### config.mk
export PLATFORM = sky130hd
export DESIGN_NAME = keccak_squeeze_unit
export DESIGN_NICKNAME = d
export VERILOG_FILES = /design/src/rtl/keccak_squeeze_unit.sv
export SDC_FILE = /design/constraint.sdc
export NUM_CORES = 2
export LEC_CHECK = 0
export CAP_MARGIN = 10
export CORE_AREA = 2 2 669 671
export CTS_BUF_LIST = sky130_fd_sc_hd__clkbuf_4
export CTS_CLUSTER_DIAMETER = 50
export DETAILED_ROUTE_END_ITERATION = 7
export DIE_AREA = 0 0 671 673
export GPL_ROUTABILITY_DRIVEN = 0
export SYNTH_ARGS = -nofsm -noshare
export SYNTH_HDL_FRONTEND = slang
export SYNTH_SLANG_ARGS = --single-unit
### constraint.sdc
create_clock -name clk -period 5.94 [get_ports clk]
set_input_delay 1.782 -clock clk [delete_from_list [all_inputs] [get_ports clk]]
set_output_delay 1.782 -clock clk [all_outputs]
set_load 0.02 [all_outputs]
### src/rtl/keccak_squeeze_unit.sv
// ---------------------------------------------------------------------------
// keccak_squeeze_unit
//
// Squeeze phase of a Keccak sponge. Takes a permuted 25-lane state, streams
// the rate portion out one lane per beat on an AXI4-Stream source, and asks
// keccak_core for another permutation whenever a rate block is exhausted and
// more output bytes are still owed.
//
// Ports
//   clk, rst          : clock (rising edge) and asynchronous active-low reset
//   start_i           : one-cycle pulse, starts a squeeze (ignored unless idle)
//   state_array_i     : permuted state, lane A[x][y] at [LANE_SIZE*(x+5y) +: LANE_SIZE]
//   rate_i            : sponge rate in bits (1344/1152/1088/832/576)
//   out_len_i         : requested output length in bytes
//   perm_req_o        : held high while waiting for the next permutation
//   perm_done_i       : one-cycle pulse, state_array_i holds the new state
//   t_data_o/t_keep_o : stream beat, little-endian, byte enables
//   t_valid_o/t_last_o/t_ready_i : stream handshake
//   busy_o            : high whenever not idle
//   done_o            : one-cycle pulse when the squeeze completes
// ---------------------------------------------------------------------------
module keccak_squeeze_unit #(
    parameter int LANE_SIZE  = 64,
    parameter int RATE_WIDTH = 11,
    parameter int LEN_WIDTH  = 16
) (
    input  logic                   clk,
    input  logic                   rst,
    input  logic                   start_i,
    input  logic [25*LANE_SIZE-1:0] state_array_i,
    input  logic [RATE_WIDTH-1:0]  rate_i,
    input  logic [LEN_WIDTH-1:0]   out_len_i,
    output logic                   perm_req_o,
    input  logic                   perm_done_i,
    output logic [LANE_SIZE-1:0]   t_data_o,
    output logic [LANE_SIZE/8-1:0] t_keep_o,
    output logic                   t_valid_o,
    output logic                   t_last_o,
    input  logic                   t_ready_i,
    output logic                   busy_o,
    output logic                   done_o
);

    localparam int KEEP_W     = LANE_SIZE / 8;
    localparam int LANE_SHIFT = $clog2(LANE_SIZE);

    typedef enum logic [1:0] {
        IDLE      = 2'd0,
        STREAM    = 2'd1,
        WAIT_PERM = 2'd2,
        DONE      = 2'd3
    } state_e;

    // Control / datapath state
    state_e                         fsm_q, fsm_d;
    logic [24:0][LANE_SIZE-1:0]     st_q, st_d;
    logic [RATE_WIDTH-1:0]          rate_q, rate_d;
    logic [LEN_WIDTH-1:0]           rem_q, rem_d;
    logic [4:0]                     lane_q, lane_d;

    // Registered outputs
    logic [LANE_SIZE-1:0]           data_q, data_d;
    logic [KEEP_W-1:0]              keep_q, keep_d;
    logic                           valid_q, valid_d;
    logic                           last_q, last_d;
    logic                           preq_q, preq_d;
    logic                           busy_q, busy_d;
    logic                           done_q, done_d;

    logic                           hs;
    logic                           final_beat;
    logic                           block_end;
    logic [RATE_WIDTH-1:0]          blk_lanes;

    assign hs         = valid_q & t_ready_i;
    assign final_beat = (rem_q <= LEN_WIDTH'(KEEP_W));
    assign blk_lanes  = rate_q >> LANE_SHIFT;
    assign block_end  = (RATE_WIDTH'(lane_q) == blk_lanes - RATE_WIDTH'(1));

    always_comb begin
        fsm_d  = fsm_q;
        st_d   = st_q;
        rate_d = rate_q;
        rem_d  = rem_q;
        lane_d = lane_q;

        case (fsm_q)
            IDLE: begin
                if (start_i) begin
                    st_d   = state_array_i;
                    rate_d = rate_i;
                    rem_d  = out_len_i;
                    lane_d = 5'd0;
                    fsm_d  = (out_len_i == '0) ? DONE : STREAM;
                end
            end
            STREAM: begin
                if (hs) begin
                    if (final_beat) begin
                        // Last beat wins over block end: no permutation
                        // is requested when nothing more is owed.
                        rem_d  = '0;
                        lane_d = 5'd0;
                        fsm_d  = DONE;
                    end else begin
                        rem_d = rem_q - LEN_WIDTH'(KEEP_W);
                        if (block_end) begin
                            // Park the index at 0 so it never walks past
                            // the largest rate's last lane.
                            lane_d = 5'd0;
                            fsm_d  = WAIT_PERM;
                        end else begin
                            lane_d = lane_q + 5'd1;
                        end
                    end
                end
            end
            WAIT_PERM: begin
                if (perm_done_i) begin
                    st_d   = state_array_i;
                    lane_d = 5'd0;
                    fsm_d  = STREAM;
                end
            end
            DONE: begin
                fsm_d = IDLE;
            end
            default: fsm_d = IDLE;
        endcase

        // Outputs are computed from the next state so they appear in the
        // same cycle the FSM enters the state; without a handshake every
        // input to these terms is unchanged, so the beat holds steady.
        valid_d = (fsm_d == STREAM);
        last_d  = valid_d && (rem_d <= LEN_WIDTH'(KEEP_W));
        preq_d  = (fsm_d == WAIT_PERM);
        busy_d  = (fsm_d != IDLE);
        done_d  = (fsm_d == DONE);
        data_d  = st_d[lane_d];
        for (int b = 0; b < KEEP_W; b++) begin
            keep_d[b] = (rem_d > LEN_WIDTH'(b));
        end
    end

    always_ff @(posedge clk or negedge rst) begin
        if (!rst) begin
            fsm_q   <= IDLE;
            st_q    <= '0;
            rate_q  <= '0;
            rem_q   <= '0;
            lane_q  <= '0;
            data_q  <= '0;
            keep_q  <= '0;
            valid_q <= 1'b0;
            last_q  <= 1'b0;
            preq_q  <= 1'b0;
            busy_q  <= 1'b0;
            done_q  <= 1'b0;
        end else begin
            fsm_q   <= fsm_d;
            st_q    <= st_d;
            rate_q  <= rate_d;
            rem_q   <= rem_d;
            lane_q  <= lane_d;
            data_q  <= data_d;
            keep_q  <= keep_d;
            valid_q <= valid_d;
            last_q  <= last_d;
            preq_q  <= preq_d;
            busy_q  <= busy_d;
            done_q  <= done_d;
        end
    end

    assign t_data_o   = data_q;
    assign t_keep_o   = keep_q;
    assign t_valid_o  = valid_q;
    assign t_last_o   = last_q;
    assign perm_req_o = preq_q;
    assign busy_o     = busy_q;
    assign done_o     = done_q;

endmodule

==> impl_metrics.toml <==
[outcome]
status = "finished clean"

[grt]
antenna_found_initial = 389
grtUsageTotal = 0.247
grt_pass1_wl_um = 746000
top_usage_layer = "met2"
gr-total-overflow = 0
grt_pass1_vias = 80700
met3_usage = 0.0767
grt_max_degree = 148
grt_use_met1 = 0.295
use_met2 = 0.395

[routing]
ant_nets = 0
num_vias = 82200
vias_per_cell = 4.53
drc = 0
drt-initial-drc-count = 8075
drt-pass1-iter-count = 7
wl_per_cell_um = 31.9
routed_wl_um = 578000

[critical_path]
end_kind = "output port"
critPathTopFamily = "buffers and inverters"
critPathBufInv = 1
cp.arrival_ns = 3.07
worstPathCellList = "clkdlybuf4s50_1"
cp.required_ns = 4.16
critical_path_class = "reg -> out"
start_kind = "flip-flop"
cpMaxStageDelayCell = "clkdlybuf4s50_1"
crit_path_max_incr_delay_ns = 1.15
path_max_fanout = 1

[floorplanning]
ios = 1709
rows = 245
die_area_um2 = 452000
fp.dieH_um = 673
initial_utilization = 0.185
die_x_um = 671
core_area_um2 = 444000

[logic_synthesis]
yosys-top-cells-area = "dfrtp_1 52%, nand2_1 19%, nand3b_1 6.7%"
synth_top_area_cell = "dfrtp_1"
ys_seq_elements = 1705
avgSynthCellArea_um2 = 8.65
ys_seq_area_frac = 0.520
synth_cell_types = 88
synthTopCellsByCount = "4,122 x nand2_1, 1,705 x dfrtp_1, 734 x nand3b_1, 388 x mux2i_1, 333 x nor2_1"
async_reset_ff_frac = 1.00
syn_nets = 11100
syn-instance-count = 9491
synthFlopType = "dfrtp_1"
yosys_warnings = 0
syn_area_um2 = 82100
yosysMostFrequentCell = "nand2_1"
synth-edff-count = 0
synth_top_area_share = 0.520

[pwr]
leakage_nw = 56.0
total_power_mw = 71.4
vdd_drop_max_v = 0.000328
power_density_nw_per_um2 = 609

[cts]
cts.htree.levels = 6
cts_hold_buf = 0
clk_pin_slew_ns = 0.06
postCtsSetupBuffers = 0
cts_tree = "yes"
cts_sinks = 1705
cts_resized = 0
tritoncts.num_buffers = 527
clock_latency_ns = 1.58
cts_root_buf = "clkbuf_4"
cts_buffer_depth = 4

[sta]
relSlewSlack = 0.243
max_slew.worst_pin.slew_ns = 1.13
fin_ws_ns = 1.09
slew_violations = 0
grt_setup_unrepaired = "no"
fin_crit_sh = 0.817
finalSetupViolCount = 0
finalHoldViolCount = 0
fin_crit_ns = 4.85
clock_skew_ns = 0.114
fmax_mhz = 206

[final_layout]
drive_gt1_frac = 0.131
final_cell_area_um2 = 117000
ff_latch_area_um2 = 42700
area_growth_pct = 42.8
fillCellCount = 48000
nets = 13200
multi_input_area_um2 = 36400

[placed_design]
hpwl_um = 466000
placed_area_um2 = 110000
pre_cts_slack_ns = -0.139
numPortBuffers = 1702

[worst_hold_path]
hp-class = "in -> async"

[flow_run]
max_cap_viol_count = 0
final timing paths:
| path | to | cells after the start | from | slack, ns |
|---|---|---|---|---|
| max in group asynchronous | st_q[43]$_DFF_PN0_ | 3 | rst | 4.07 |
| min | fsm_q[0]$_DFF_PN0_ | 1 | rst | 0.17 |
| min reg2reg | st_q[568]$_DFF_PN0_ | 2 | st_q[568]$_DFF_PN0_ | 0.46 |
| max | t_data_o[59] | 1 | t_data_o[59]$_DFF_PN0_ | 1.09 |
| max reg2reg | t_data_o[41]$_DFF_PN0_ | 12 | rem_q[14]$_DFF_PN0_ | 1.21 |
| min in group clk | st_q[568]$_DFF_PN0_ | 2 | st_q[568]$_DFF_PN0_ | 0.46 |
state kept, by name (all words and copies together) (netlist names):
signal and cells:
rate_q 5, perm_req_o 1, st_q 1600, t_valid_o 1, busy_o 1, t_last_o 1, rem_q 16, t_keep_o 8
t_data_o 64, fsm_q 2, lane_q 5, done_o 1
placed cells by master (no fill, tap or decap), drive strengths merged, types with 17 or more instances in the layout:
cell type	instances
a211oi	24
a21o	23
a21oi	174
a22oi	27
a311o	38
a311oi	40
a31oi	23
a32oi	18
buf	617
bufinv	17
clkbuf	749
clkdlybuf4s50	1701
clkinv	107
dfrtp	1705
diode	242
inv	34
mux2	34
mux2i	388
nand2	4122
nand3	38
nand3b	734
nand4	18
nor2	336
nor3	174
nor4	18
o2111ai	64
o211ai	150
o21ai	139
o22ai	56
o31ai	18
or3	178
worst register-to-register path: stages (launching register included):
cell,delay (ns)
dfrtp_1,0.45
or4_1,0.51
nor3_2,0.42
a31oi_1,0.31
buf_4,0.25
o2111ai_1,0.09
and3_4,0.29
buf_4,0.48
nand2_2,0.71
or3_1,0.60
o2111ai_1,0.11
buf_4,0.22
a41o_1,0.20
routing by layer:
metal	share of wire	wire length (um)
met1	0.39	228000
met2	0.46	266000
met3	0.085	49200
met4	0.058	33700
met5	0.0018	1020
metrics by stage:
| step | TNS (ns) | hold WS [ns] | instances | util |
|---|---|---|---|---|
| after floorplan | 0 | 0.427 | 9491 | - |
| after global placement | -0.294 | 0.440 | 17000 | 0.247 |
| after detailed placement | -0.344 | 0.445 | 17000 | 0.247 |
| after CTS | 0 | 0.0568 | 17900 | 0.263 |
| after global routing | 0 | 0.0902 | 18100 | 0.263 |
| final | 0 | 0.168 | 18100 | 0.264 |
kinds of logic after synthesis:
family / after synthesis / share of synthesized area
AO/OA/AOI/OAI: 923 / 0.0798
XOR/XNOR: 9 / 0.000960
adder cells (fa/ha/maj): 3 / 0.000457
multiplexers: 422 / 0.0520
AND/OR/NAND/NOR: 5666 / 0.305
buffers and inverters: 763 / 0.0422
flip-flops: 1705 / 0.520
where the power goes:
part	internal (mW)	switching, mW
logic	13.1	27.1
clock network	6.53	5.91
registers	17.1	1.61
cell type report:
| type | count | share of cell area |
|---|---|---|
| Sequential cell | 1705 | 0.364 |
| Multi-Input combinational cell | 7023 | 0.310 |
| Timing Repair Buffer | 2318 | 0.199 |
| Tap cell | 5928 | 0.0633 |
| Clock buffer | 749 | 0.0480 |
| Clock inverter | 149 | 0.00967 |
| Antenna cell | 242 | 0.00517 |
| Inverter | 23 | 0.000929 |
Note: power is estimated with default switching activity, not from simulation.
